## config.mk

```make
export PLATFORM = sky130hd
export DESIGN_NAME = td_config_seq
export DESIGN_NICKNAME = d
export VERILOG_FILES = /design/src/rtl/td_config_seq.sv
export SDC_FILE = /design/constraint.sdc
export NUM_CORES = 1
export LEC_CHECK = 0
export ABC_CLOCK_PERIOD_IN_PS = 3800
export CAP_MARGIN = 15
export CORE_ASPECT_RATIO = 1.75
export CORE_MARGIN = 10
export CORE_UTILIZATION = 45
export CTS_CLUSTER_DIAMETER = 150
export DETAILED_ROUTE_END_ITERATION = 10
export GPL_ROUTABILITY_DRIVEN = 0
export PLACE_DENSITY = 0.63
export SLEW_MARGIN = 20
export SYNTH_ARGS = -nofsm -noshare
export SYNTH_HDL_FRONTEND = slang
export SYNTH_SLANG_ARGS = --single-unit
```

## constraint.sdc

```tcl
create_clock -name clock -period 3.8 [get_ports clock]
set_input_delay 0.38 -clock clock [delete_from_list [all_inputs] [get_ports clock]]
set_output_delay 0.38 -clock clock [all_outputs]
set_load 0.05 [all_outputs]
```

## src/rtl/td_config_seq.sv

```systemverilog
// Video decoder power-up configurator: waits after decoder reset, then writes a constant register table over I2C.
// First request POWERUP_WAIT+1 cycles after the nTDreset rising edge; a request holds address/data until wr_ready accepts it.
module td_config_seq #(
  parameter int unsigned POWERUP_WAIT = 1400000,
  parameter int unsigned RETRY_GAP    = 1000,
  parameter int unsigned MAX_RETRY    = 3,
  parameter int unsigned NUM_REGS     = 16,
  parameter logic [6:0]  DEV_ADDR     = 7'h20
) (
  input  logic       clock,
  input  logic       reset,
  input  logic       nTDreset,
  output logic       wr_req,
  output logic [6:0] wr_dev,
  output logic [7:0] wr_addr,
  output logic [7:0] wr_data,
  input  logic       wr_ready,
  input  logic       wr_done,
  input  logic       wr_nack,
  output logic       busy,
  output logic       config_done,
  output logic       config_err
);

  localparam logic [2:0] S_IDLE      = 3'd0;
  localparam logic [2:0] S_WAIT_PWR  = 3'd1;
  localparam logic [2:0] S_ISSUE     = 3'd2;
  localparam logic [2:0] S_WAIT_ACK  = 3'd3;
  localparam logic [2:0] S_RETRY_GAP = 3'd4;
  localparam logic [2:0] S_DONE      = 3'd5;
  localparam logic [2:0] S_ERROR     = 3'd6;

  localparam logic [23:0] PWR_LAST = (POWERUP_WAIT == 0) ? 24'd0 : 24'(POWERUP_WAIT - 1);
  localparam logic [23:0] GAP_LAST = (RETRY_GAP == 0) ? 24'd0 : 24'(RETRY_GAP - 1);
  localparam int          RW       = (MAX_RETRY < 1) ? 1 : $clog2(MAX_RETRY + 1);
  localparam logic [RW-1:0] RETRY_LIM = RW'(MAX_RETRY);
  localparam logic [7:0]  LAST_IDX = 8'(NUM_REGS - 1);

  logic [2:0]    state, state_nxt;
  logic [7:0]    idx, idx_nxt;
  logic [RW-1:0] retry, retry_nxt;
  logic [23:0]   cnt, cnt_nxt;
  logic          nt_q;
  logic          rise;

  // Register table: {addr, data}; entries past the listed ones fall back to {index, 0}.
  function automatic logic [15:0] rom_entry(input logic [7:0] i);
    case (i)
      8'd0:    rom_entry = 16'h0F00;
      8'd1:    rom_entry = 16'h0004;
      8'd2:    rom_entry = 16'h0457;
      8'd3:    rom_entry = 16'h1741;
      8'd4:    rom_entry = 16'h3102;
      8'd5:    rom_entry = 16'h3DA2;
      8'd6:    rom_entry = 16'h3E6A;
      8'd7:    rom_entry = 16'h3FA0;
      8'd8:    rom_entry = 16'h0E80;
      8'd9:    rom_entry = 16'h5581;
      8'd10:   rom_entry = 16'h0E00;
      8'd11:   rom_entry = 16'h3701;
      8'd12:   rom_entry = 16'h1D47;
      8'd13:   rom_entry = 16'h3A16;
      8'd14:   rom_entry = 16'h5004;
      8'd15:   rom_entry = 16'h0C37;
      default: rom_entry = {i, 8'h00};
    endcase
  endfunction

  assign wr_dev = DEV_ADDR;
  assign rise   = nTDreset & ~nt_q;

  always_comb begin
    state_nxt = state;
    idx_nxt   = idx;
    retry_nxt = retry;
    cnt_nxt   = cnt;
    if (!nTDreset) begin
      // Decoder held in reset: abandon everything, including a same-cycle handshake.
      state_nxt = S_IDLE;
      idx_nxt   = '0;
      retry_nxt = '0;
      cnt_nxt   = '0;
    end else begin
      case (state)
        S_IDLE: begin
          if (rise) begin
            state_nxt = S_WAIT_PWR;
            idx_nxt   = '0;
            retry_nxt = '0;
            cnt_nxt   = '0;
          end
        end
        S_WAIT_PWR: begin
          idx_nxt = '0;
          if (cnt == PWR_LAST) begin
            state_nxt = S_ISSUE;
            cnt_nxt   = '0;
          end else begin
            cnt_nxt = cnt + 24'd1;
          end
        end
        S_ISSUE: begin
          if (wr_ready) state_nxt = S_WAIT_ACK;
        end
        S_WAIT_ACK: begin
          if (wr_done) begin
            if (!wr_nack) begin
              retry_nxt = '0;
              if (idx == LAST_IDX) begin
                state_nxt = S_DONE;
              end else begin
                idx_nxt   = idx + 8'd1;
                state_nxt = S_ISSUE;
              end
            end else if (retry < RETRY_LIM) begin
              retry_nxt = retry + 1'b1;
              cnt_nxt   = '0;
              state_nxt = S_RETRY_GAP;
            end else begin
              state_nxt = S_ERROR;
            end
          end
        end
        S_RETRY_GAP: begin
          if (cnt == GAP_LAST) begin
            state_nxt = S_ISSUE;
            cnt_nxt   = '0;
          end else begin
            cnt_nxt = cnt + 24'd1;
          end
        end
        S_DONE:  state_nxt = S_DONE;
        S_ERROR: state_nxt = S_ERROR;
        default: state_nxt = S_IDLE;
      endcase
    end
  end

  // Outputs are registered from the next state so the I2C master sees glitch-free levels.
  always_ff @(posedge clock or posedge reset) begin
    if (reset) begin
      state       <= S_IDLE;
      nt_q        <= 1'b1;
      idx         <= '0;
      retry       <= '0;
      cnt         <= '0;
      wr_req      <= 1'b0;
      wr_addr     <= 8'h00;
      wr_data     <= 8'h00;
      busy        <= 1'b0;
      config_done <= 1'b0;
      config_err  <= 1'b0;
    end else begin
      state       <= state_nxt;
      nt_q        <= nTDreset;
      idx         <= idx_nxt;
      retry       <= retry_nxt;
      cnt         <= cnt_nxt;
      wr_req      <= (state_nxt == S_ISSUE);
      {wr_addr, wr_data} <= (state_nxt == S_ISSUE) ? rom_entry(idx_nxt) : 16'h0000;
      busy        <= (state_nxt inside {S_WAIT_PWR, S_ISSUE, S_WAIT_ACK, S_RETRY_GAP});
      config_done <= (state_nxt == S_DONE);
      config_err  <= (state_nxt == S_ERROR);
    end
  end

endmodule

```

==> results.md <==
- Outcome: finished, final reports clean
- Final Hold Fails: 0
- Sink Count: 58
- Largest family of logic cells by synthesized area: simple AND/OR/NAND/NOR gates
- Count leader, synth: dfrtp_1
- Cells after synthesis: 398
- Total I/O pin count: 33
- Worst Reg2Reg Path Length in Cells: 6
- Routed WL: 9071 um
- Fin crit period: 3029 ps
- Top post-synthesis cells by area: dfrtp_1 (41%), o21ai_0 (4.9%), nor2_1 (4.2%), a21oi_1 (3.3%), nand2_1 (3.1%)
- Headroom to the max-slew limit: 47.22%
- Final Max Slew Viols: 0
- P&R area growth vs syn: 19.04%
- Simple logic cell fraction of the synthesized area: about a quarter
- Post-DR wirelength/cell: around 18 um
- Post-Synth XOR/XNOR Area: 3.035%
- Routed vias: between 3000 and 4000
- Die width: 86.32 um
- CTS tree: yes
- Std-Cell Rows: 42
- Netlist Area Pre-Place: between 3000 and 4000 sq um
- Reg-to-reg critical path startpoint: idx[4]
- Port bufs: 25
- Initial DRT Pass Iterations: 6
- Multiplexer share of the synthesized area: 1.156%
- Gr ovfl total: 0
- Complex-gate fraction of the synthesized area: 21.42%
- Post-detailed-route count of antenna-violating nets: 0
- Clk slew on worst S/H paths: 50 ps
- Core area: 7515 sq um
- Synth top cells by count: dfrtp_1 (57), nor2_1 (39), o21ai_0 (34)
- Worst VDD drop: 0.3040 mV
- P_sw: 0.3459 mW
- CTS Buffer Depth: 2
- Unique masters post-synth: 64
- Slowest-stage cell, CP: or4_1
- Buf/Inv on CP: 0
- Leak: roughly 1.7 nW
- Crit share post-route: 79.71%
- CP Launch Type: flop
- Post_cts resized: 0
- GR met2 Demand/Resource: 29.09%
- Clk pwr share: 58.4%
- Clk root buf: clkbuf_16
- Antenna diodes: 0
- WS Path Type: flop to flop
- Routed vias/inst: about 6
- Htree depth: 3
- Fmax: 0.3302 GHz
- Setup TNS: 0 ps
- Pwr/cell area: just over 400 nW/um^2
- Proportion of layout cells with a drive suffix above 1: 8.726%
- Worst stage delay on the critical path: between 700 and 800 ps
- DRC: 0
- Finish-stage setup viols: 0
- Req. time, crit path: between 3000 and 4000 ps
- Largest net degree at the start of global routing: 32
- Met1 GRT Util: 16.91%
- Post-synth ARST share: 100.0%
- Postcts setup bufs: 0
- Vias in the first global route: 3031
- Main synth FF type: dfrtp_1
- Flops & latches, synth: just under 60
- GRT Total Usage: 16.20%
- Critical path, cell by cell: or4_1, o211ai_1, mux2i_1, nand3_1, a311oi_2, a221oi_2
- Starting Density: 46.09%
- Syn_area_per_cell: 8.702 sq um
- Register area share after synthesis: between 40% and 50%
- Final core utilization: 54.86%
- Final net count: 428
- Adder-cell share of the synthesized area: 1.084%
- # hold bufs at CTS: 0
- Die Ht: 136.1 um
- Initial antenna violation count: 0
- Largest delay share family, worst path: simple AND/OR/NAND/NOR gates
- First-pass GRT wire length: 15240 um
- Share of the synthesized area in the top cell type: 41.18%
- Setup crit end kind: flop
- Met3 Use GR: 2.397%
- Clock Skew: 8.064 ps
- Switch share: 20.20%
- Reg power frac: 36.6%
- Die Footprint: around 12000 sq um
- Hold/Removal Path Class: input port to asynchronous set/reset pin
- Grt peak-use layer: met2
- CTS Buf Count: 9
- Worst R2R Setup Slack: 770 ps
- Max cap viols: 0
- Share of total power in combinational logic: under 10%
- Iteration-0 DRC Markers: between 150 and 200
- RSZ-0062 raised after global routing: false
- Detail Placement HPWL: 6706 um
- Clk Latency, worst-skew pair: 340 ps
- Critical Path Fanout Max: 8
- Leading area contributor after synthesis: dfrtp_1
- FF-to-FF End: wr_addr[1]
- EDFF count, synth: 0
- Synth Warn #: 0
- Worst-margin pin slew: 791.7 ps
- Internal Power: about 1.4 mW
- Worst Path Arrival: around 3200 ps
cell usage in the layout, fill, tap and decap left out, types with 4 or more instances in the layout:
| master | count |
|---|---|
| a21oi_1 | 23 |
| and2_1 | 6 |
| and3_1 | 6 |
| buf_4 | 7 |
| bufinv_16 | 4 |
| clkbuf_16 | 9 |
| clkdlybuf4s50_1 | 25 |
| conb_1 | 7 |
| dfrtp_1 | 57 |
| inv_1 | 12 |
| mux2i_1 | 4 |
| nand2_1 | 29 |
| nand2b_1 | 6 |
| nand3_1 | 21 |
| nand4_1 | 9 |
| nor2_1 | 39 |
| nor2b_1 | 11 |
| nor3_1 | 12 |
| nor4_1 | 6 |
| o21ai_0 | 34 |
| o22ai_1 | 4 |
| o31ai_1 | 10 |
| xnor2_1 | 6 |
| xor2_1 | 6 |
worst max path at each step:
stage | from | cells past startpoint | to | slack, ps
floorplan | idx[4] | 9 | wr_addr[3] | 1120
global placement | wr_nack | 8 | wr_addr[1] | 730
detailed placement | wr_nack | 8 | wr_addr[1] | 740
CTS | cnt[6] | 9 | wr_data[5] | 810
global route | cnt[0] | 10 | wr_data[5] | 480
finish | idx[4] | 6 | wr_addr[1] | 770
per-layer routing:
metal / part of all wire, % / vias up
met4: 3.4 / 0
met1: 37 / 1474
met5: 0 / -
met2: 55 / 101
li1: - / 1479
met3: 4.4 / 29
kinds of logic after synthesis:
group,Yosys count
simple gates,167
compound gates,109
flops,58
buf+inv,43
xor+xnor,12
mux,4
fa+ha+maj,3
other cells,2
power by group through the flow:
stage / logic [mW] / clock network (mW) / registers [mW]
final: 0.0863 / 0.999 / 0.626
after global routing: 0.0948 / 1.04 / 0.626
after CTS: 0.0870 / 1.02 / 0.626
after detailed placement: 0.0869 / 0 / 0.637
after global placement: 0.0860 / 0 / 0.636
after floorplan: 0.0686 / 0 / 0.637
cell type report:
class | count | area, sq um
fill | 675 | 3392
tap | 88 | 110.1
clock inverter | 5 | 125.1
clock buffer | 11 | 242.7
inverter | 16 | 60.06
multi-input combinational | 302 | 1829
timing repair buffer | 32 | 302.8
sequential | 58 | 1453
stage by stage:
step                hold slack, ps  power [mW]  std cells  setup WS (ps)  instance area [sq um]
floorplan                    384.5      0.7054        403           1119                   3482
global placement             474.8      0.7224        496          728.0                   3755
detailed placement           486.9      0.7235        496          736.8                   3755
CTS                          487.2       1.730        512          811.0                   4123
global route                 535.0       1.761        512          480.1                   4123
finish                       453.6       1.712        512          771.1                   4123
registers in the layout, indices dropped and copies added (netlist names):
signal,flops
idx,8
busy,1
cnt,24
wr_req,1
config_done,1
config_err,1
wr_addr,8
retry,2
state,3
nt_q,1
wr_data,8
No activity file was read; power rests on OpenSTA's default activity.
